[config.mk]
export PLATFORM = sky130hd
export DESIGN_NAME = fetch_unit_q
export DESIGN_NICKNAME = d
export VERILOG_FILES = /design/src/rtl/fetch_unit_q_pkg.sv /design/src/rtl/fetch_queue.sv /design/src/rtl/fetch_unit_q.sv
export SDC_FILE = /design/constraint.sdc
export NUM_CORES = 1
export LEC_CHECK = 0
export BUFFER_PORTS_ARGS = -buffer_cell sky130_fd_sc_hd__buf_2
export CAP_MARGIN = 15
export CORE_MARGIN = 1
export CORE_UTILIZATION = 50
export DETAILED_ROUTE_END_ITERATION = 8
export PLACE_DENSITY = 0.77
export SLEW_MARGIN = 10
export SYNTH_ARGS = -nofsm -noshare
export SYNTH_HDL_FRONTEND = slang
export SYNTH_SLANG_ARGS = --single-unit
[constraint.sdc]
create_clock -name clock -period 3.85 [get_ports clock]
set_input_delay 0.1925 -clock clock [delete_from_list [all_inputs] [get_ports clock]]
set_output_delay 0.1925 -clock clock [all_outputs]
set_load 0.05 [all_outputs]
[src/rtl/fetch_unit_q_pkg.sv]
// rtl/fetch_unit_q_pkg.sv - shared types and constants for the fetch unit
//
// Purpose : FSM state encoding, instruction byte step and redirect mode
//           encodings used by fetch_unit_q.
// Ports   : none (package).
package fetch_unit_q_pkg;

   typedef enum logic [1:0] {
      ST_REQ   = 2'd0,   // ready to issue a request at the fetch PC
      ST_WAIT  = 2'd1,   // one request outstanding, response will be kept
      ST_DRAIN = 2'd2    // one request outstanding, response will be dropped
   } fetch_state_e;

   // Byte distance between consecutive instruction words.
   localparam int unsigned INST_STEP = 4;

   // io_redir_mode encodings.
   localparam logic REDIR_REL = 1'b0;   // target = base + imm
   localparam logic REDIR_ABS = 1'b1;   // target = (base + imm) & ~1

endpackage

[src/rtl/fetch_queue.sv]
// rtl/fetch_queue.sv - parametrised synchronous FIFO with flush
//
// Purpose : small power-of-two deep FIFO, head presented combinationally.
// Ports   : clk_i, rst_i      clock and synchronous active-high reset
//           flush_i           empties the FIFO; a same-cycle push/pop is lost
//           push_i, data_i    write port (accepted when not full or popping)
//           pop_i             removes the head entry when valid_o
//           valid_o, data_o   head entry
//           full_o            DEPTH entries held
module fetch_queue #(
   parameter int unsigned WIDTH = 64,
   parameter int unsigned DEPTH = 2
) (
   input  logic             clk_i,
   input  logic             rst_i,
   input  logic             flush_i,
   input  logic             push_i,
   input  logic [WIDTH-1:0] data_i,
   input  logic             pop_i,
   output logic             valid_o,
   output logic [WIDTH-1:0] data_o,
   output logic             full_o
);

   localparam int unsigned AW = $clog2(DEPTH);
   localparam int unsigned CW = AW + 1;

   logic [WIDTH-1:0] mem_q [DEPTH];
   logic [AW-1:0]    head_q;
   logic [AW-1:0]    tail_q;
   logic [CW-1:0]    count_q;
   logic             do_push;
   logic             do_pop;

   assign valid_o = (count_q != '0);
   assign full_o  = (count_q == CW'(DEPTH));
   assign data_o  = mem_q[head_q];

   // A pop frees the slot the push reuses, so push-when-full is fine with pop.
   assign do_pop  = pop_i && valid_o && !flush_i;
   assign do_push = push_i && (!full_o || do_pop) && !flush_i;

   always_ff @(posedge clk_i) begin
      if (rst_i || flush_i) begin
         head_q  <= '0;
         tail_q  <= '0;
         count_q <= '0;
      end else begin
         if (do_push) begin
            tail_q <= tail_q + AW'(1);
         end
         if (do_pop) begin
            head_q <= head_q + AW'(1);
         end
         case ({do_push, do_pop})
            2'b10:   count_q <= count_q + CW'(1);
            2'b01:   count_q <= count_q - CW'(1);
            default: count_q <= count_q;
         endcase
      end
   end

   // Storage is not reset: pointers define which entries are meaningful.
   always_ff @(posedge clk_i) begin
      if (do_push) begin
         mem_q[tail_q] <= data_i;
      end
   end

endmodule

[src/rtl/fetch_unit_q.sv]
// rtl/fetch_unit_q.sv - instruction fetch unit with redirect and fetch buffer
//
// Purpose : holds the fetch PC, issues one word request at a time to
//           instruction memory, buffers {pc, inst} pairs toward decode,
//           handles redirects, squashes in-flight responses and flags
//           misaligned redirect targets.
// Ports   : clock, reset                      clock, sync active-high reset
//           io_stall                          blocks new requests only
//           io_redir_valid/mode/base/imm      redirect request
//           io_req_valid/ready/addr           memory request handshake
//           io_resp_valid/inst                in-order memory response
//           io_out_valid/ready/pc/inst        fetch buffer head to decode
//           io_fault                          sticky misaligned-target flag
module fetch_unit_q #(
   parameter int unsigned      XLEN         = 32,
   parameter int unsigned      ILEN         = 32,
   parameter logic [XLEN-1:0]  RESET_VECTOR = '0,
   parameter int unsigned      QUEUE_DEPTH  = 2
) (
   input  logic            clock,
   input  logic            reset,
   input  logic            io_stall,
   input  logic            io_redir_valid,
   input  logic            io_redir_mode,
   input  logic [XLEN-1:0] io_redir_base,
   input  logic [XLEN-1:0] io_redir_imm,
   output logic            io_req_valid,
   input  logic            io_req_ready,
   output logic [XLEN-1:0] io_req_addr,
   input  logic            io_resp_valid,
   input  logic [ILEN-1:0] io_resp_inst,
   output logic            io_out_valid,
   input  logic            io_out_ready,
   output logic [XLEN-1:0] io_out_pc,
   output logic [ILEN-1:0] io_out_inst,
   output logic            io_fault
);

   import fetch_unit_q_pkg::*;

   fetch_state_e    state_q, state_d;
   logic [XLEN-1:0] pc_q, pc_d;
   logic [XLEN-1:0] inflight_pc_q, inflight_pc_d;
   logic            fault_q, fault_d;

   logic [XLEN-1:0] redir_target;
   logic            req_fire;
   logic            q_push;
   logic            q_pop;
   logic            q_full;
   logic            q_valid;
   logic [XLEN+ILEN-1:0] q_head;

   always_comb begin
      redir_target = io_redir_base + io_redir_imm;
      if (io_redir_mode == REDIR_ABS) begin
         redir_target[0] = 1'b0;
      end
   end

   // Gated by reset so nothing is offered while the FSM is being initialised.
   assign io_req_valid = !reset && (state_q == ST_REQ) && !io_stall
                         && !fault_q && !q_full;
   assign io_req_addr  = pc_q;
   assign req_fire     = io_req_valid && io_req_ready;

   // A redirect flushes the buffer, so any same-cycle push or pop is lost.
   assign q_push = (state_q == ST_WAIT) && io_resp_valid && !io_redir_valid;
   assign q_pop  = q_valid && io_out_ready && !io_redir_valid;

   fetch_queue #(
      .WIDTH (XLEN + ILEN),
      .DEPTH (QUEUE_DEPTH)
   ) u_queue (
      .clk_i   (clock),
      .rst_i   (reset),
      .flush_i (io_redir_valid),
      .push_i  (q_push),
      .data_i  ({inflight_pc_q, io_resp_inst}),
      .pop_i   (q_pop),
      .valid_o (q_valid),
      .data_o  (q_head),
      .full_o  (q_full)
   );

   assign io_out_valid = q_valid;
   assign {io_out_pc, io_out_inst} = q_head;
   assign io_fault = fault_q;

   always_comb begin
      state_d       = state_q;
      pc_d          = pc_q;
      inflight_pc_d = inflight_pc_q;
      fault_d       = fault_q;

      case (state_q)
         ST_REQ: begin
            // The PC only advances once the response is captured.
            if (req_fire) begin
               inflight_pc_d = pc_q;
               state_d       = ST_WAIT;
            end
         end
         ST_WAIT: begin
            if (io_resp_valid) begin
               pc_d    = inflight_pc_q + XLEN'(INST_STEP);
               state_d = ST_REQ;
            end
         end
         ST_DRAIN: begin
            if (io_resp_valid) begin
               state_d = ST_REQ;
            end
         end
         default: state_d = ST_REQ;
      endcase

      if (io_redir_valid) begin
         pc_d    = redir_target;
         fault_d = (redir_target[1:0] != 2'b00);
         case (state_q)
            // A request accepted this cycle belongs to the old path.
            ST_REQ:  state_d = req_fire ? ST_DRAIN : ST_REQ;
            // Outstanding request: drop its response, now or later.
            default: state_d = io_resp_valid ? ST_REQ : ST_DRAIN;
         endcase
      end
   end

   always_ff @(posedge clock) begin
      if (reset) begin
         state_q       <= ST_REQ;
         pc_q          <= RESET_VECTOR;
         inflight_pc_q <= RESET_VECTOR;
         fault_q       <= 1'b0;
      end else begin
         state_q       <= state_d;
         pc_q          <= pc_d;
         inflight_pc_q <= inflight_pc_d;
         fault_q       <= fault_d;
      end
   end

endmodule
==> flow_metrics.tcl <==
set metrics [dict create \
    row_count 50 \
    slew_violations 0 \
    drt_iter0_drc 482 \
    io_pins 203 \
    period_minus_slack_ps 2680 \
    clk_pin_slew_ps 70 \
    skew_ps 6.47 \
    antennaDiodeCount 0 \
    max_clock_freq_mhz 373 \
    tns_ps 0 \
    globalRouteTotalUtil 0.223 \
    cp_cell_sequence "inv_1, ha_1, and2_1, o211ai_1, nor2_4, buf_4" \
    holdWs_ps 110 \
    clock_latency_ps 430 \
    crit_path_end_kind "flip-flop" \
    required_ps 3910 \
    drv_cap 0 \
    critical-path-top-delay-family "simple AND/OR/NAND/NOR gates" \
    fillCellCount 1520 \
    setup_viol 0 \
    synth_common_cells "128 x edfxtp_1, 107 x nand2_1, 93 x a21oi_1" \
    status "completed" \
    yosys.area.top_type "edfxtp_1" \
    vias 7393 \
    cp.arrival_ps 2750 \
    multi_input_area_um2 4130 \
    synth_nets 1014 \
    grt_max_degree 57 \
    area_growth_pct 22.3 \
    cts_tree "built" \
    cts_root_buffer "clkbuf_16" \
    portBuffers 202 \
    critPathBufInv 2 \
    dr.pass1.iters 5 \
    yosysWarnings 0 \
    synthDistinctLibCells 61 \
    die_w_um 141 \
    crit_path_start_kind "flip-flop" \
    die-area_um2 19800 \
    avgRoutedWirePerCell_um 16.3 \
    drive_above_1_share 0.297 \
    dpl.hpwl_um 14900 \
    cts_buffers 17 \
    slowest_delay_ps 750 \
    preCtsSetupSlack_ps 1010 \
    fp.dieH_um 141 \
    hold_path_class "in2reg" \
    max-clock-path-buffers 2 \
    path_class "reg2reg" \
    htreeDepth 4 \
    grt_pass1_wl_um 34600 \
    synth_edf_count 128 \
    p_per_area_nw_per_um2 416 \
    grt_pass1_vias 6983 \
    async_reset_ff_frac 0 \
    syn_area_um2 9640 \
    rsz0062_at_grt "false" \
    nets 1231 \
    period_share 0.697 \
    final_antenna_net_count 0 \
    regArea_um2 5290 \
    grt_overflow 0 \
    finalPower_uw 4910 \
    hold_viol 0 \
    antenna_found_initial 0 \
    ys.flop_type "edfxtp_1" \
    vdd_drop_max_v 0.000299 \
    routabilityCongestion 0.906 \
    yosysTopAreaCellShare 0.399 \
    avgSynthCellArea_um2 11.0 \
    viasPerCell 5.53 \
    leakage_uw 0.00448 \
    drc 0 \
    synth_area_leaders "edfxtp_1 40%, dfxtp_1 15%, mux2_2 7.5%" \
    layout_setup_ws_ps 1170 \
    seq_area_frac_synth 0.548 \
    tightest_slew_ps 938 \
    critPathSlowestCell "nor2_4" \
    yosysMostFrequentCell "edfxtp_1" \
    crit_fanout 36 \
    clock_sinks 200 \
    post-route-util 0.628 \
    initial_core_util 0.514 \
    relSlewSlack 0.373 \
    syn_inst 874 \
    wl_um 21800 \
    ys_seq_elements 200 \
    coreArea_um2 18800 \
]
==> per-stage QoR <==
| stage | cells | instance area [um2] |
|---|---|---|
| 2_1_floorplan | 874 | 9640 |
| 3_3_place_gp | 1274 | 10800 |
| 3_5_place_dp | 1274 | 10800 |
| 4_1_cts | 1338 | 11800 |
| 5_1_grt | 1338 | 11800 |
| 6_report | 1338 | 11800 |
==> power by group <==
group          internal (uW)  leakage [uW]  total, uW  switching, uW
combinational            268       0.00247        727            459
clock                   1060      0.000307       1820            760
sequential              2320       0.00171       2360           42.4
==> tightest hold or removal path: stages <==
cell and delay, ps:
buf_2 100, inv_1 60, a31oi_1 80, nor2_1 70
==> worst paths after layout <==
check / startpoint / endpoint / slack, ps / cells after the start
worst max-delay path: state_q[1] / u_queue.mem_q[0][24] / 1170 / 6
worst min-delay path: io_redir_mode / io_req_addr[0] / 110 / 4
worst max register to register: state_q[1] / u_queue.mem_q[0][24] / 1170 / 6
worst min register to register: io_req_addr[4] / inflight_pc_q[4] / 470 / 2
==> sequential cells by signal, indices dropped and copies added (netlist names), named ones only <==
name             count
inflight_pc_q       32
io_fault             1
io_req_addr         32
state_q              2
u_queue.count_q      2
u_queue.head_q       1
u_queue.mem_q      128
u_queue.tail_q       1
==> cells by family (layout without fill, tap and decap cells) <==
group,Yosys count,after routing,share of synthesized area
flip-flops,200,200,0.548
buffers and inverters,61,291,0.0251
multiplexers,64,64,0.0748
AND/OR/NAND/NOR,258,258,0.122
AO/OA/AOI/OAI,200,200,0.133
adder cells (fa/ha/maj),36,36,0.0475
XOR/XNOR,55,55,0.0500
==> placed cells by master, fill, tap and decap left out, drive strengths merged, types with 9 or more instances in the layout <==
cell | Yosys | routed
nand4 | 12 | 12
dfxtp | 72 | 72
buf | 11 | 211
edfxtp | 128 | 128
xor2 | 30 | 30
nand2b | 9 | 9
a211oi | 19 | 19
xnor2 | 25 | 25
mux2 | 64 | 64
inv | 16 | 20
nor2 | 70 | 70
dlygate4sd3 | 0 | 32
a21o | 9 | 9
a21oi | 94 | 94
o22ai | 12 | 12
ha | 35 | 35
o21ai | 24 | 24
clkbuf | 34 | 21
nand2 | 107 | 107
nand3 | 21 | 21
==> final cells by class <==
class / instances / share of cell area
clock inverters: 11 / 0.0111
repair buffers: 243 / 0.119
inverters: 16 / 0.00509
flip-flops and latches: 200 / 0.448
multi-input cells: 613 / 0.350
clock buffers: 21 / 0.0418
well taps: 234 / 0.0248
==> layer usage <==
metal,routed length [um],global-route usage
met4,497,0.0858
met2,10100,0.365
met3,1300,0.0493
met5,0,0
met1,9870,0.290
==> repair_timing <==
action	CTS	global route
buffers inserted	0	0
resized for setup	0	0
endpoints found under the hold margin	64	0
hold buffers	32	0
(Power assumes the default switching activity.)
